$ cat config.mk
export PLATFORM = sky130hd
export DESIGN_NAME = multicycle_controller_flat
export DESIGN_NICKNAME = d
export VERILOG_FILES = /design/src/rtl/mips_ctrl_pkg.sv /design/src/rtl/multicycle_controller_if.sv /design/src/rtl/multicycle_controller.sv /design/src/flat_wrapper.sv
export SDC_FILE = /design/constraint.sdc
export NUM_CORES = 1
export LEC_CHECK = 0
export BUFFER_PORTS_ARGS = -buffer_cell sky130_fd_sc_hd__buf_4
export CORE_MARGIN = 8
export CORE_UTILIZATION = 46
export DETAILED_ROUTE_END_ITERATION = 6
export PLACE_DENSITY = 0.82
export SLEW_MARGIN = 30
export SYNTH_ARGS = -nofsm -noshare
export SYNTH_HDL_FRONTEND = slang
export SYNTH_SLANG_ARGS = --single-unit
$ cat constraint.sdc
create_clock -name clk -period 1.6 [get_ports clk]
set_input_delay 0.24 -clock clk [delete_from_list [all_inputs] [get_ports clk]]
set_output_delay 0.24 -clock clk [all_outputs]
set_load 0.01 [all_outputs]
$ cat src/rtl/mips_ctrl_pkg.sv
// rtl/mips_ctrl_pkg.sv - opcode, state and datapath-select encodings for the MIPS controllers
package mips_ctrl_pkg;

  localparam logic [5:0] OP_RTYPE = 6'b000000;
  localparam logic [5:0] OP_LW    = 6'b100011;
  localparam logic [5:0] OP_SW    = 6'b101011;
  localparam logic [5:0] OP_BEQ   = 6'b000100;
  localparam logic [5:0] OP_ADDI  = 6'b001000;
  localparam logic [5:0] OP_J     = 6'b000010;

  typedef enum logic [3:0] {
    S_FETCH  = 4'd0,
    S_DECODE = 4'd1,
    S_MEMADR = 4'd2,
    S_MEMRD  = 4'd3,
    S_MEMWB  = 4'd4,
    S_MEMWR  = 4'd5,
    S_EXEC   = 4'd6,
    S_ALUWB  = 4'd7,
    S_BRANCH = 4'd8,
    S_ADDIEX = 4'd9,
    S_ADDIWB = 4'd10,
    S_JUMP   = 4'd11
  } state_e;

  typedef enum logic [1:0] {
    ALUOP_ADD   = 2'b00,
    ALUOP_SUB   = 2'b01,
    ALUOP_FUNCT = 2'b10
  } alu_op_e;

  typedef enum logic [1:0] {
    SRCB_RT     = 2'b00,
    SRCB_FOUR   = 2'b01,
    SRCB_IMM    = 2'b10,
    SRCB_IMM_SH = 2'b11
  } alu_src_b_e;

  typedef enum logic [1:0] {
    PCSRC_ALU    = 2'b00,
    PCSRC_ALUOUT = 2'b01,
    PCSRC_JUMP   = 2'b10
  } pc_src_e;

endpackage

$ cat src/rtl/multicycle_controller_if.sv
// rtl/multicycle_controller_if.sv - controller <-> datapath/memory control bundle
interface multicycle_controller_if;
  logic [5:0] Opcode;
  logic       mem_ready;
  logic       PCWrite;
  logic       Branch;
  logic       IorD;
  logic       MemRead;
  logic       MemWrite;
  logic       IRWrite;
  logic       MemtoReg;
  logic       RegDst;
  logic       RegWrite;
  logic       ALUSrcA;
  logic [1:0] ALUSrcB;
  logic [1:0] ALUOp;
  logic [1:0] PCSrc;
  logic       instr_done;
  logic       illegal_op;

  modport master (
    input  Opcode, mem_ready,
    output PCWrite, Branch, IorD, MemRead, MemWrite, IRWrite, MemtoReg, RegDst,
           RegWrite, ALUSrcA, ALUSrcB, ALUOp, PCSrc, instr_done, illegal_op
  );

  modport slave (
    output Opcode, mem_ready,
    input  PCWrite, Branch, IorD, MemRead, MemWrite, IRWrite, MemtoReg, RegDst,
           RegWrite, ALUSrcA, ALUSrcB, ALUOp, PCSrc, instr_done, illegal_op
  );
endinterface

$ cat src/rtl/multicycle_controller.sv
// rtl/multicycle_controller.sv - Moore sequencing FSM for the multicycle MIPS datapath
module multicycle_controller
  import mips_ctrl_pkg::*;
(
  input logic                    clk,
  input logic                    rst_n,
  multicycle_controller_if.master bus
);

  state_e     state_q, state_d;
  logic       pc_write, branch, iord, mem_read, mem_write, ir_write;
  logic       mem_to_reg, reg_dst, reg_write, alu_src_a, instr_done, illegal_op;
  logic [1:0] alu_src_b, alu_op, pc_src;

  always_ff @(posedge clk) begin
    if (rst_n) state_q <= S_FETCH;
    else       state_q <= state_d;
  end

  // rst_n is active-high here; outputs are forced low for the whole reset cycle
  always_comb begin
    state_d    = S_FETCH;
    pc_write   = 1'b0;
    branch     = 1'b0;
    iord       = 1'b0;
    mem_read   = 1'b0;
    mem_write  = 1'b0;
    ir_write   = 1'b0;
    mem_to_reg = 1'b0;
    reg_dst    = 1'b0;
    reg_write  = 1'b0;
    alu_src_a  = 1'b0;
    alu_src_b  = SRCB_RT;
    alu_op     = ALUOP_ADD;
    pc_src     = PCSRC_ALU;
    instr_done = 1'b0;
    illegal_op = 1'b0;
    if (!rst_n) begin
      case (state_q)
        S_FETCH: begin
          mem_read  = 1'b1;
          alu_src_b = SRCB_FOUR;
          ir_write  = bus.mem_ready;
          pc_write  = bus.mem_ready;
          state_d   = bus.mem_ready ? S_DECODE : S_FETCH;
        end
        S_DECODE: begin
          alu_src_b = SRCB_IMM_SH;
          case (bus.Opcode)
            OP_LW, OP_SW: state_d = S_MEMADR;
            OP_RTYPE:     state_d = S_EXEC;
            OP_BEQ:       state_d = S_BRANCH;
            OP_ADDI:      state_d = S_ADDIEX;
            OP_J:         state_d = S_JUMP;
            default: begin
              illegal_op = 1'b1;
              instr_done = 1'b1;
              state_d    = S_FETCH;
            end
          endcase
        end
        S_MEMADR: begin
          alu_src_a = 1'b1;
          alu_src_b = SRCB_IMM;
          if (bus.Opcode == OP_LW)      state_d = S_MEMRD;
          else if (bus.Opcode == OP_SW) state_d = S_MEMWR;
          else                          state_d = S_FETCH;
        end
        S_MEMRD: begin
          mem_read = 1'b1;
          iord     = 1'b1;
          state_d  = bus.mem_ready ? S_MEMWB : S_MEMRD;
        end
        S_MEMWB: begin
          mem_to_reg = 1'b1;
          reg_write  = 1'b1;
          instr_done = 1'b1;
        end
        S_MEMWR: begin
          mem_write  = 1'b1;
          iord       = 1'b1;
          instr_done = bus.mem_ready;
          state_d    = bus.mem_ready ? S_FETCH : S_MEMWR;
        end
        S_EXEC: begin
          alu_src_a = 1'b1;
          alu_op    = ALUOP_FUNCT;
          state_d   = S_ALUWB;
        end
        S_ALUWB: begin
          reg_dst    = 1'b1;
          reg_write  = 1'b1;
          instr_done = 1'b1;
        end
        S_BRANCH: begin
          alu_src_a  = 1'b1;
          alu_op     = ALUOP_SUB;
          branch     = 1'b1;
          pc_src     = PCSRC_ALUOUT;
          instr_done = 1'b1;
        end
        S_ADDIEX: begin
          alu_src_a = 1'b1;
          alu_src_b = SRCB_IMM;
          state_d   = S_ADDIWB;
        end
        S_ADDIWB: begin
          reg_write  = 1'b1;
          instr_done = 1'b1;
        end
        S_JUMP: begin
          pc_write   = 1'b1;
          pc_src     = PCSRC_JUMP;
          instr_done = 1'b1;
        end
        default: state_d = S_FETCH;
      endcase
    end
  end

  assign bus.PCWrite    = pc_write;
  assign bus.Branch     = branch;
  assign bus.IorD       = iord;
  assign bus.MemRead    = mem_read;
  assign bus.MemWrite   = mem_write;
  assign bus.IRWrite    = ir_write;
  assign bus.MemtoReg   = mem_to_reg;
  assign bus.RegDst     = reg_dst;
  assign bus.RegWrite   = reg_write;
  assign bus.ALUSrcA    = alu_src_a;
  assign bus.ALUSrcB    = alu_src_b;
  assign bus.ALUOp      = alu_op;
  assign bus.PCSrc      = pc_src;
  assign bus.instr_done = instr_done;
  assign bus.illegal_op = illegal_op;

endmodule

$ cat src/flat_wrapper.sv
// flat-port wrapper written by rule: the top's interface ports become plain ports
module multicycle_controller_flat import mips_ctrl_pkg::*;
  (clk, rst_n, bus_Opcode, bus_mem_ready, bus_PCWrite, bus_Branch, bus_IorD, bus_MemRead, bus_MemWrite, bus_IRWrite, bus_MemtoReg, bus_RegDst, bus_RegWrite, bus_ALUSrcA, bus_ALUSrcB, bus_ALUOp, bus_PCSrc, bus_instr_done, bus_illegal_op);
  multicycle_controller_if bus_i ();
  input logic clk;
  input logic rst_n;
  input wire logic [$bits(bus_i.Opcode)-1:0] bus_Opcode;
  input wire logic [$bits(bus_i.mem_ready)-1:0] bus_mem_ready;
  output wire logic [$bits(bus_i.PCWrite)-1:0] bus_PCWrite;
  output wire logic [$bits(bus_i.Branch)-1:0] bus_Branch;
  output wire logic [$bits(bus_i.IorD)-1:0] bus_IorD;
  output wire logic [$bits(bus_i.MemRead)-1:0] bus_MemRead;
  output wire logic [$bits(bus_i.MemWrite)-1:0] bus_MemWrite;
  output wire logic [$bits(bus_i.IRWrite)-1:0] bus_IRWrite;
  output wire logic [$bits(bus_i.MemtoReg)-1:0] bus_MemtoReg;
  output wire logic [$bits(bus_i.RegDst)-1:0] bus_RegDst;
  output wire logic [$bits(bus_i.RegWrite)-1:0] bus_RegWrite;
  output wire logic [$bits(bus_i.ALUSrcA)-1:0] bus_ALUSrcA;
  output wire logic [$bits(bus_i.ALUSrcB)-1:0] bus_ALUSrcB;
  output wire logic [$bits(bus_i.ALUOp)-1:0] bus_ALUOp;
  output wire logic [$bits(bus_i.PCSrc)-1:0] bus_PCSrc;
  output wire logic [$bits(bus_i.instr_done)-1:0] bus_instr_done;
  output wire logic [$bits(bus_i.illegal_op)-1:0] bus_illegal_op;
  assign bus_i.Opcode = bus_Opcode;
  assign bus_i.mem_ready = bus_mem_ready;
  assign bus_PCWrite = bus_i.PCWrite;
  assign bus_Branch = bus_i.Branch;
  assign bus_IorD = bus_i.IorD;
  assign bus_MemRead = bus_i.MemRead;
  assign bus_MemWrite = bus_i.MemWrite;
  assign bus_IRWrite = bus_i.IRWrite;
  assign bus_MemtoReg = bus_i.MemtoReg;
  assign bus_RegDst = bus_i.RegDst;
  assign bus_RegWrite = bus_i.RegWrite;
  assign bus_ALUSrcA = bus_i.ALUSrcA;
  assign bus_ALUSrcB = bus_i.ALUSrcB;
  assign bus_ALUOp = bus_i.ALUOp;
  assign bus_PCSrc = bus_i.PCSrc;
  assign bus_instr_done = bus_i.instr_done;
  assign bus_illegal_op = bus_i.illegal_op;
  multicycle_controller u_core (.clk(clk), .rst_n(rst_n), .bus(bus_i));
endmodule
# Word level (Yosys, flattened, before mapping)
# Index checks and enable logic that the tools add are counted.
# totals
in_bits	9
output_inout_bits	18
register_bits	4
word_cells	65
# op_classes
n_eq_ne	16
muxes	38
n_reduce_logical	10
# op_table
op	count
case mux 4 bit (7 select lines)	1
2-to-1 mux 1 bit	24
case mux 4 bit (5 select lines)	1
equality test 4 x 3 -> 1 bit (second input constant)	4
equality test 4 bit (second input constant)	4
equality test 6 bit (second input constant)	2
2-to-1 mux 3 bit	3
equality test 4 x 2 -> 1 bit (second input constant)	2
case mux 2 bit (2 select lines)	2
OR reduction 2 bit	4
equality test 6 x 2 -> 1 bit (second input constant)	1
equality test 6 x 3 -> 1 bit (second input constant)	1
equality test 6 x 4 -> 1 bit (second input constant)	1
zero test 6 bit	1
2-to-1 mux 2 bit	3
case mux 2 bit (3 select lines)	1
OR reduction 6 bit	1
OR reduction 5 bit	1
equality test 4 x 1 -> 1 bit (second input constant)	1
zero test 4 bit	1
2-to-1 mux 4 bit	1
OR reduction 4 bit	1
case mux 1 bit (3 select lines)	1
OR reduction 3 bit	1
case mux 1 bit (2 select lines)	1

# Depth between registers and ports, before layout
# Gate-level depths: netlist (run 1).
# logic_depth
ltp_word	5
ltp_mapped	6
depth_no_buf	4

# Least setup slack after synthesis (run 1)
# OpenSTA, ideal clock, no wires.
# synth_path
path_kind	register -> output
start	register u_core.state_q[1]
end	output port bus_PCWrite
t_arrival_ns	1.387
setup_slack_ns	-0.027
path_buffers	1
required_ns	1.360
stages_incl_launch_ff	5
path_cell_list	dfxtp_1 buf_6 nor4_1 and3b_1 or2_1
# synth_via
elab_chain_len	3
elab_cells_between_ends	4
classes_between	eq/ne (1); mux (2); reduce/logical (1)
# synth_lines
element	line_no	source
start: declaration	multicycle_controller.sv:10	state_e state_q, state_d;
start signal: assignment	multicycle_controller.sv:17	else state_q <= state_d;
equality test 4 bit or zero test 4 bit (tied branches)	multicycle_controller.sv:39	case (state_q)
case mux 1 bit (2 select lines) (*)	multicycle_controller.sv:39	
2-to-1 mux 1 bit (*)	multicycle_controller.sv:38	if (!rst_n) begin
end: declaration	flat_wrapper.sv:9	output wire logic [$bits(bus_i.PCWrite)-1:0] bus_PCWrite;
# Every way passes the cells marked *; elsewhere a longest branch is shown, timed or not.

# Final worst setup path (run 1)
# layout_path
start	register u_core.state_q[0]
end	output port bus_instr_done
# layout_via
elab_chain_len	4
elab_cells_between_ends	10
classes_between	eq/ne (7); mux (2); reduce/logical (1)
# layout_lines
element	line_no	source
equality test 4 x 3 -> 1 bit or equality test 4 bit (tied branches)	multicycle_controller.sv:39	
OR reduction 5 bit (no line)	--	
case mux 1 bit (3 select lines) (*)	multicycle_controller.sv:39	
2-to-1 mux 1 bit (*)	multicycle_controller.sv:38	
end: declaration	flat_wrapper.sv:22	output wire logic [$bits(bus_i.instr_done)-1:0] bus_instr_done;
# Marks and branches as above.

==> results.ini, run 1 <==
[status]
status=finished, violations left
violations=negative setup slack

[sta]
holdWs_ns=0.366
rsz0062_at_grt=yes
fmax_ghz=0.587
tightest_slew_ns=0.327
maxSlewViolCount=0
slew_headroom_pct=78.0
finalCriticalPeriod_ns=1.70
hold_viol_final=0
finalSetupTns_ns=-0.181
timing.final.crit_share_pct=106
fin_ws_ns=-0.104
finalSetupViolCount=3
finalClockSkew_ns=0.000769

[drt]
ant_nets=0
routed_wl_microns=2330
wl_per_cell_microns=15.8
drc=0
drt_iter0_markers=25
m1WireLength_microns=943
dr_total_vias=864
via_per_inst=5.88
top_layer=met4
wl_met3_microns=172
route.met2.wl_microns=1180
first_pass_iters=4

[grt]
first_global_vias=819
grt_usage_pct=15.3
grt_first_pass_wirelength_microns=3420
grt_max_degree=19
grt_antenna_before_repair=0
overflow=0

[worst_setup_path]
path_class=flop to output pin
critPathSlowestCell=dfxtp_2
critPathMaxStageDelay_ns=0.35
crit_arrival_ns=1.46
critPathLaunchType=flop
cp-end-kind=output pin
worstPathCellList=nor2b_4 > nand4_2 > a2111oi_4 > buf_4
crit_family=simple AND/OR/NAND/NOR gates
critPathRequiredTime_ns=1.36
path_max_fanout=6
cp_num_buf_inv=1

[yosys]
netlist_top_cells_count=nor2_1 (15), a21oi_1 (9), nor3_1 (9), o21ai_0 (7), nand2_1 (6)
synthMuxAreaShare_pct=0
yosysMostFrequentCell=nor2_1
avgSynthCellArea_sq_um=6.57
synth_fp_nets=106
netlist_area_sq_um=637
synth_area_leaders=dfxtp_1 (13%), nor2_1 (8.8%), a21oi_1 (7.1%)
ys_warn_count=0
synthArstFlopShare_pct=0
synth_top_area_share_pct=12.6
synth-simple-area-share_pct=47.2
synth_top_family_by_area=simple AND/OR/NAND/NOR gates
syn_inst=97
synth-edff-count=0
synthFlopType=dfxtp_1
synth_cell_types=37
synth_compound_area_share_pct=27.5
ys_seq_area_share_pct=12.6
ys_ff_latch=4
synth_adder_area_share_pct=0
yosysTopAreaCell=dfxtp_1
synthXorXnorAreaFrac_pct=2.75

[clock_network]
clk_pin_slew_ns=0.04
clk_latency_ns=0.23
cts_buffer_depth=2
clock-root-buffer=clkbuf_4
cts_tree=yes
h-tree-depth=1
cts_buffers=3
ctsHoldBuffers=0
clock_sinks=4

[finish]
finalNonFillerCells=147
largest-register=u_core.state_q
nFillCells=95
drive_above_1_share_pct=50.0
nNetsFinal=143
syn2layout_area_growth_pct=65.2
n_antenna_cell=0
reg.largest.list=u_core.state_q (4)
largest_register_ffs=4

[placement]
portBuffers=26
gp_congestion=0.903
dp.cells=140
dp_hpwl_microns=1570

[floorplan]
die_y_microns=53.2
io_pins=27
die_width_microns=53.2
start_util_pct=48.9
die-area_sq_um=2830
core_area_sq_um=1300
row_count=13

[power_and_ir_drop]
power_density_nw_per_um2=314
p_leak_nw=0.447
ir_worst_vdd_v=0.000440

[flow_run]
drv_cap=0

[worst_hold_path]
hold_class=input pin to flop

[report_power, final]
group	internal (mW)	switching (mW)	leakage, nW
combinational	0.0501	0.0569	0.398
clock	0.0838	0.0394	0.0138
sequential	0.0987	0.00196	0.0349
total	0.233	0.0983	0.447
[stage by stage]
stage          worst slack [ns]  area, sq um  utilization, %  power [mW]
3_3_place_gp             0.0233          890            68.4       0.197
5_1_grt                  -0.214         1050            80.9       0.351
2_1_floorplan             0.111          649               -       0.156
4_1_cts                 -0.0975          961            73.8       0.330
3_5_place_dp           -0.00705          890            68.4       0.199
6_report                 -0.104         1050            80.9       0.331
[area by class of cell]
class                   count  area (sq um)  share of cell area (%)
inverters                   2          7.51                   0.713
multi-input cells          82           591                    56.1
well taps                  15          18.8                    1.78
flip-flops and latches      4          90.1                    8.56
repair buffers             41           323                    30.7
clock buffers               3          22.5                    2.14
[path summary, 6_finish.rpt]
path,end,start,depth (start not counted),slack (ns)
setup / recovery,bus_instr_done,u_core.state_q[0],4,-0.10
hold / removal,u_core.state_q[1],bus_Opcode[3],3,0.37
setup reg to reg,u_core.state_q[0],u_core.state_q[2],6,0.23
hold reg to reg,u_core.state_q[3],u_core.state_q[2],2,0.67
[cells by family (layout without fill, tap and decap cells)]
family,Yosys count,after routing
AND/OR/NAND/NOR,53,53
AO/OA/AOI/OAI,27,27
buffers and inverters,11,46
flip-flops,4,4
XOR/XNOR,2,2
[routing by layer]
| metal | track usage (%) | vias to the layer above |
|---|---|---|
| met5 | 0 | - |
| met4 | 7.98 | 0 |
| met3 | 1.96 | 4 |
| met2 | 28.1 | 37 |
| met1 | 16.3 | 397 |
| li1 | - | 426 |
[cells in the final DEF, fill, tap and decap left out, types with 3 or more instances in the layout]
cell type and n:
nand3b_1 3, buf_4 38, nand2_1 6, nor2_1 13, nor3_1 7, o21ai_0 5
a21oi_1 8, clkbuf_4 3
[what timing repair did]
item / 4_1_cts / 5_1_grt
resized for setup: 14 / 15
buffers inserted: 1 / 3
pin swaps: 1 / 5
setup endpoints to repair: 12 / 16
gates cloned: 0 / 0
[worst register-to-register path, cell delays in order (launching register included)]
cell	delay [ns]
dfxtp_4	0.37
buf_8	0.14
buf_6	0.11
a21oi_1	0.14
o21ai_1	0.11
a31oi_2	0.25
o31a_1	0.18
(Power assumes the default switching activity.)
==> run 2, diff against run 1 <==
==> constraint.sdc (replaced) <==
create_clock -name clk -period 1.6 [get_ports clk]
set_input_delay 0.32 -clock clk [delete_from_list [all_inputs] [get_ports clk]]
set_output_delay 0.32 -clock clk [all_outputs]
set_load 0.01 [all_outputs]
==> run 2 against run 1 <==
- the flow now stops in global routing
- synthesized cell count stayed put
- synthesized area unchanged
==> results.ini, run 2 <==
[yosys]
syn_inst=97
synthFlopType=dfxtp_1
avgSynthCellArea_sq_um=6.57
netlist_top_cells_count=nor2_1 (15), a21oi_1 (9), nor3_1 (9), o21ai_0 (7), nand2_1 (6)
ys_seq_area_share_pct=12.6
synth_cell_types=37
ys_ff_latch=4
yosysMostFrequentCell=nor2_1
yosysTopAreaCell=dfxtp_1
synth-edff-count=0
ys_warn_count=0
synth_area_leaders=dfxtp_1 (13%), nor2_1 (8.8%), a21oi_1 (7.1%)
synthArstFlopShare_pct=0
netlist_area_sq_um=637
synth_fp_nets=106
synth_top_area_share_pct=12.6

[clock_network]
clock_sinks=4
cts_buffers=3
clock-root-buffer=clkbuf_4
h-tree-depth=1
cts_buffer_depth=2
ctsHoldBuffers=0

[status]
stop_error=[ERROR DPL-0033] detailed placement checks failed during check placement.
stop_stage=global routing
status=stopped before the end

[grt]
grt_max_degree=14
grt_antenna_before_repair=0

[floorplan]
start_util_pct=48.9
row_count=13
die_y_microns=53.2
io_pins=27
die_width_microns=53.2

[placement]
dp_hpwl_microns=1730
gp_congestion=0.919
dp.cells=149
portBuffers=26

[sta]
worst_endpoint_kind=primary output
repair-timing-grt-worst-ep=bus_instr_done

-- run 2: cell counts after synthesis --
Identical to the previous run, type by type.
-- run 2: repair_timing --
item / in CTS
setup buffers: 10
pin swaps: 10
setup endpoints to repair: 16
resized for setup: 28
-- run 2: cells by family after synthesis --
family	after synthesis	synth area share [%]
AOI/OAI and AO/OA	27	27.5
DFF	4	12.6
xor gates and xnor gates	2	2.75
buffers and inverters	11	10.0
and+or+nand+nor	53	47.2
-- run 2: per-stage QoR --
stage / setup WS, ns / instance area (sq um)
after global placement: -0.0681 / 957
after floorplan: 0.0309 / 649
after detailed placement: -0.119 / 957
after CTS: -0.203 / 1160
==> run 3, diff against run 2 <==
--- a/config.mk
+++ b/config.mk
@@ -6,10 +6,10 @@
 export NUM_CORES = 1
 export LEC_CHECK = 0
 export BUFFER_PORTS_ARGS = -buffer_cell sky130_fd_sc_hd__buf_4
-export CORE_MARGIN = 8
-export CORE_UTILIZATION = 46
+export CORE_AREA = 8 8 69 71
 export DETAILED_ROUTE_END_ITERATION = 6
-export PLACE_DENSITY = 0.82
+export DIE_AREA = 0 0 77 79
+export PLACE_DENSITY_LB_ADDON = 0.15
 export SLEW_MARGIN = 30
 export SYNTH_ARGS = -nofsm -noshare
 export SYNTH_HDL_FRONTEND = slang
==> run 3 against run 2 <==
- the flow now finishes, with violations (negative setup slack)
==> results.ini, run 3 (synthesis gave the netlist of run 1 again) <==
[worst_setup_path]
critPathLaunchType=flop
critPathSlowestCell=dfxtp_4
worstPathCellList=nor2b_4 > buf_4 > buf_6 > buf_6 > buf_6 > buf_6 > buf_4 > nand4b_1 > nor3_1 > o31a_1
reg2reg_depth=10
reg2reg_slack_ns=-0.15
path_class=flop to flop
critPathMaxStageDelay_ns=0.35
r2r_start=u_core.state_q[0]
cp_num_buf_inv=6
critPathRequiredTime_ns=1.70
reg2reg_to=u_core.state_q[2]
cp-end-kind=flop
crit_top_cell=buf_6
crit_arrival_ns=1.84
crit_family=buffers and inverters
path_max_fanout=6

[sta]
finalSetupTns_ns=-1.18
timing.final.crit_share_pct=109
hold_viol_final=0
finalClockSkew_ns=0.00260
maxSlewViolCount=0
rsz0062_at_grt=yes
finalSetupViolCount=15
finalCriticalPeriod_ns=1.75
tightest_slew_ns=0.355
slew_headroom_pct=76.1
holdWs_ns=0.559
fin_ws_ns=-0.147
fmax_ghz=0.573

[finish]
reg.largest.list=u_core.state_q (4)
layout_common_cells=buf_4 (48), buf_6 (14), nor2_1 (11)
regArea_sq_um=90.1
largest-register=u_core.state_q
final_common_cell=buf_4
syn2layout_area_growth_pct=119
final_area_sq_um=1400
largest_register_ffs=4
nFillCells=409
nNetsFinal=166
drive_above_1_share_pct=61.3
n_antenna_cell=0
multi_input_area_sq_um=643

[grt]
overflow=0
grt_first_pass_wirelength_microns=4420
first_global_vias=921
grt_antenna_before_repair=0
grt_max_degree=14
grt_usage_pct=8.63

[clock_network]
clock_sinks=4
h-tree-depth=1
cts_tree=yes
cts_buffer_depth=2
clk_pin_slew_ns=0.03
cts_buffers=3
clk_latency_ns=0.21
clock-root-buffer=clkbuf_8

[floorplan]
die_y_microns=79
core_area_sq_um=3800
start_util_pct=16.8
die-area_sq_um=6080
row_count=23
io_pins=27
die_width_microns=77

[worst_hold_path]
hold_class=input pin to flop
min_path_cells=4
min_from=bus_Opcode[3]
hold_end=u_core.state_q[1]

[drt]
via_per_inst=4.49
first_pass_iters=4
wl_per_cell_microns=12.5
drt_iter0_markers=39
routed_wl_microns=2570
ant_nets=0
drc=0
dr_total_vias=921

[power_and_ir_drop]
switching_power_mw=0.118
power_density_nw_per_um2=327
swShare_pct=25.8
seqPwrFrac_pct=22.3
finalPower_mw=0.457
pwr-share-comb_pct=32.3
p_leak_nw=0.587
ir_worst_vdd_v=0.000308
intPower_mw=0.340
clkPwrFrac_pct=45.4

[status]
violations=negative setup slack
status=finished, violations left

[placement]
gp_congestion=0.734
post_dp_cell_area_sq_um=1050
portBuffers=26
dp_hpwl_microns=1940
place_ws_ns=-0.103

[flow_run]
drv_cap=0

## run 3: power groups by stage
stage | Sequential (mW) | Combinational [mW] | Clock [mW]
2_1_floorplan | 0.105 | 0.0509 | 0
3_3_place_gp | 0.106 | 0.115 | 0
3_5_place_dp | 0.106 | 0.116 | 0
4_1_cts | 0.102 | 0.133 | 0.215
5_1_grt | 0.102 | 0.162 | 0.229
6_report | 0.102 | 0.148 | 0.208
## run 3: what timing repair did
action,CTS,global route
endpoints found under the hold margin,0,0
resized for setup,33,20
pin swaps,10,10
setup endpoints to repair,18,21
hold buffers,0,0
buffers inserted,9,5
## run 3: metal layers
layer / track usage, % / share of wire (%) / vias to the layer above
li1: - / - / 473
met1: 11.0 / 47 / 416
met2: 13.8 / 47 / 30
met3: 3.16 / 6.0 / 2
met4: 1.51 / 0.31 / 0
met5: 0 / 0 / -
## run 3: stage by stage
| stage | utilization [%] | instances |
|---|---|---|
| 5_1_grt | 36.8 | 205 |
| 3_3_place_gp | 27.7 | 191 |
| 4_1_cts | 33.7 | 201 |
| 6_report | 36.8 | 205 |
| 3_5_place_dp | 27.7 | 191 |
| 2_1_floorplan | - | 97 |
## run 3: worst max-delay path by stage
stage	start	end	slack (ns)	cells past startpoint
floorplan	u_core.state_q[1]	bus_PCWrite	0.03	4
global placement	bus_Opcode[0]	bus_instr_done	-0.10	6
detailed placement	bus_Opcode[2]	bus_instr_done	-0.10	6
CTS	u_core.state_q[0]	bus_instr_done	-0.16	4
global route	u_core.state_q[0]	bus_instr_done	-0.25	4
finish	u_core.state_q[0]	u_core.state_q[2]	-0.15	10
## run 3: worst reg2reg max path, stage by stage, from the launching register on
cell and delay (ns):
dfxtp_4 0.35, nor2b_4 0.15, buf_4 0.13, buf_6 0.10, buf_6 0.11, buf_6 0.11, buf_6 0.10, buf_4 0.12
nand4b_1 0.16, nor3_1 0.07, o31a_1 0.23
## run 3: final cells by class
cell class	instances	share of cell area, %
Multi-Input combinational cell	82	46.0
Timing Repair Buffer	64	39.6
Sequential cell	4	6.45
Tap cell	50	4.48
Clock buffer	3	2.95
Inverter	2	0.537
==> run 4, diff against run 3 <==
--- a/config.mk
+++ b/config.mk
@@ -5,11 +5,14 @@
 export SDC_FILE = /design/constraint.sdc
 export NUM_CORES = 1
 export LEC_CHECK = 0
+export ABC_CLOCK_PERIOD_IN_PS = 1600
 export BUFFER_PORTS_ARGS = -buffer_cell sky130_fd_sc_hd__buf_4
 export CORE_AREA = 8 8 69 71
 export DETAILED_ROUTE_END_ITERATION = 6
 export DIE_AREA = 0 0 77 79
+export HOLD_SLACK_MARGIN = 0.15
 export PLACE_DENSITY_LB_ADDON = 0.15
+export SKIP_CTS_REPAIR_TIMING = 1
 export SLEW_MARGIN = 30
 export SYNTH_ARGS = -nofsm -noshare
 export SYNTH_HDL_FRONTEND = slang
==> run 4 against run 3 <==
- sequential power about the same
- power down 1.4%
- global-route usage down 0.45 points
- first-iteration DRC count up 2.6%
- core utilization down 0.66 points
- combinational power down 3%
- via count unchanged
- clock skew about the same
- the flow still finishes with violations (negative setup slack)
- sequential share of layout area up 0.30 points
- wire length up 0.27%
- die area unchanged
==> results.ini, run 4 (synthesis gave the netlist of run 1 again) <==
[finish]
final_common_cell=buf_4
syn2layout_area_growth_pct=116
drive_above_1_share_pct=59.6
largest-register=u_core.state_q
nFillCells=418
layout_common_cells=buf_4 (51), buf_6 (14), nor2_1 (12)
regArea_sq_um=92.6
largest_register_ffs=4
nNetsFinal=167
reg.largest.list=u_core.state_q (4)
n_antenna_cell=0
utilization_pct=36.1
multi_input_area_sq_um=628

[drt]
dr_total_vias=921
wl_met3_microns=139
via_per_inst=4.47
route.met2.wl_microns=1150
wl_per_cell_microns=12.5
m1WireLength_microns=1270
first_pass_iters=4
ant_nets=0
drc=0
routed_wl_microns=2580
top_layer=met4
drt_iter0_markers=40

[worst_hold_path]
hold_class=input pin to flop
hold_end=u_core.state_q[1]
min_from=bus_Opcode[3]
min_path_cells=4

[worst_setup_path]
crit_family=flip-flops
path_max_fanout=6
crit_arrival_ns=1.45
critPathMaxStageDelay_ns=0.36
cp_num_buf_inv=1
cp-end-kind=output pin
worstPathCellList=nor2b_4 > nand4_4 > a2111oi_4 > buf_4
critPathSlowestCell=dfxtp_4
reg2reg_to=u_core.state_q[2]
reg2reg_slack_ns=0.11
reg2reg_depth=6
critPathRequiredTime_ns=1.28
r2r_start=u_core.state_q[0]
path_class=flop to output pin
critPathLaunchType=flop

[clock_network]
cts_buffer_depth=2
clock-root-buffer=clkbuf_8
cts_buffers=3
cts_tree=yes
h-tree-depth=1
clk_pin_slew_ns=0.03
clk_latency_ns=0.21
clock_sinks=4

[sta]
fin_ws_ns=-0.168
rsz0062_at_grt=yes
hold_viol_final=0
maxSlewViolCount=0
finalCriticalPeriod_ns=1.77
finalClockSkew_ns=0.00210
finalSetupViolCount=13
tightest_slew_ns=0.358
slew_headroom_pct=75.9
fmax_ghz=0.566
timing.final.crit_share_pct=110

[floorplan]
start_util_pct=16.8
io_pins=27
die-area_sq_um=6080
row_count=23
die_width_microns=77
core_area_sq_um=3800
die_y_microns=79

[status]
status=finished, violations left
violations=negative setup slack

[grt]
grt_first_pass_wirelength_microns=4220
grt_usage_pct=8.18
overflow=0
grt_max_degree=14
grt_antenna_before_repair=0
first_global_vias=891

[power_and_ir_drop]
ir_worst_vdd_v=0.000301
power_density_nw_per_um2=329
p_leak_nw=0.574
finalPower_mw=0.451

[flow_run]
drv_cap=0

[placement]
portBuffers=26
gp_congestion=0.734
dp_hpwl_microns=1940

## run 4: cell count changes in the layout (fill, tap and decap cells not counted), sizes merged
| cell | previous run | this run |
|---|---|---|
| buf | 64 | 65 |
## run 4: worst max path at each step
stage	start	to	slack, ns	cells past startpoint
after floorplan	u_core.state_q[1]	bus_PCWrite	0.03	4
after global placement	bus_Opcode[0]	bus_instr_done	-0.10	6
after detailed placement	bus_Opcode[2]	bus_instr_done	-0.10	6
after CTS	u_core.state_q[2]	bus_ALUOp[0]	-0.28	5
after global routing	u_core.state_q[0]	bus_instr_done	-0.27	4
final	u_core.state_q[0]	bus_instr_done	-0.17	4
## run 4: metal layers
| layer | track usage [%] | up-vias |
|---|---|---|
| met2 | 12.3 | 33 |
| met3 | 2.82 | 2 |
| met4 | 1.13 | 0 |
| li1 | - | 471 |
| met1 | 11.2 | 415 |
| met5 | 0 | - |
## run 4: area by class of cell
class | instances | share of cell area [%]
multi-input combinational | 82 | 45.8
timing repair buffer | 65 | 39.4
clock buffer | 3 | 3.01
sequential | 4 | 6.75
inverter | 2 | 0.547
tap | 50 | 4.56
## run 4: worst reg2reg max path: stages (launching register included)
cell     delay (ns)
dfxtp_4        0.35
buf_4          0.14
buf_6          0.13
and3b_1        0.16
o21ai_0        0.18
a21oi_1        0.12
o31a_1         0.30
## run 4: through the flow
step                      setup slack (ns)  setup TNS (ns)  hold WS, ns  instance area [sq um]  instances
after global routing                -0.269           -2.21        0.592                   1370        206
after detailed placement            -0.103          -0.232        0.800                   1050        191
after CTS                           -0.279           -3.17        0.576                   1090        194
final                               -0.168          -0.966        0.565                   1370        206
after floorplan                     0.0309               0        0.617                    649         97
after global placement              -0.102          -0.127        0.795                   1050        191
## run 4: power breakdown
group	switching [mW]	internal, mW	leakage (nW)
logic	0.0654	0.0786	0.517
clock network	0.0468	0.160	0.0216
registers	0.00248	0.0979	0.0352
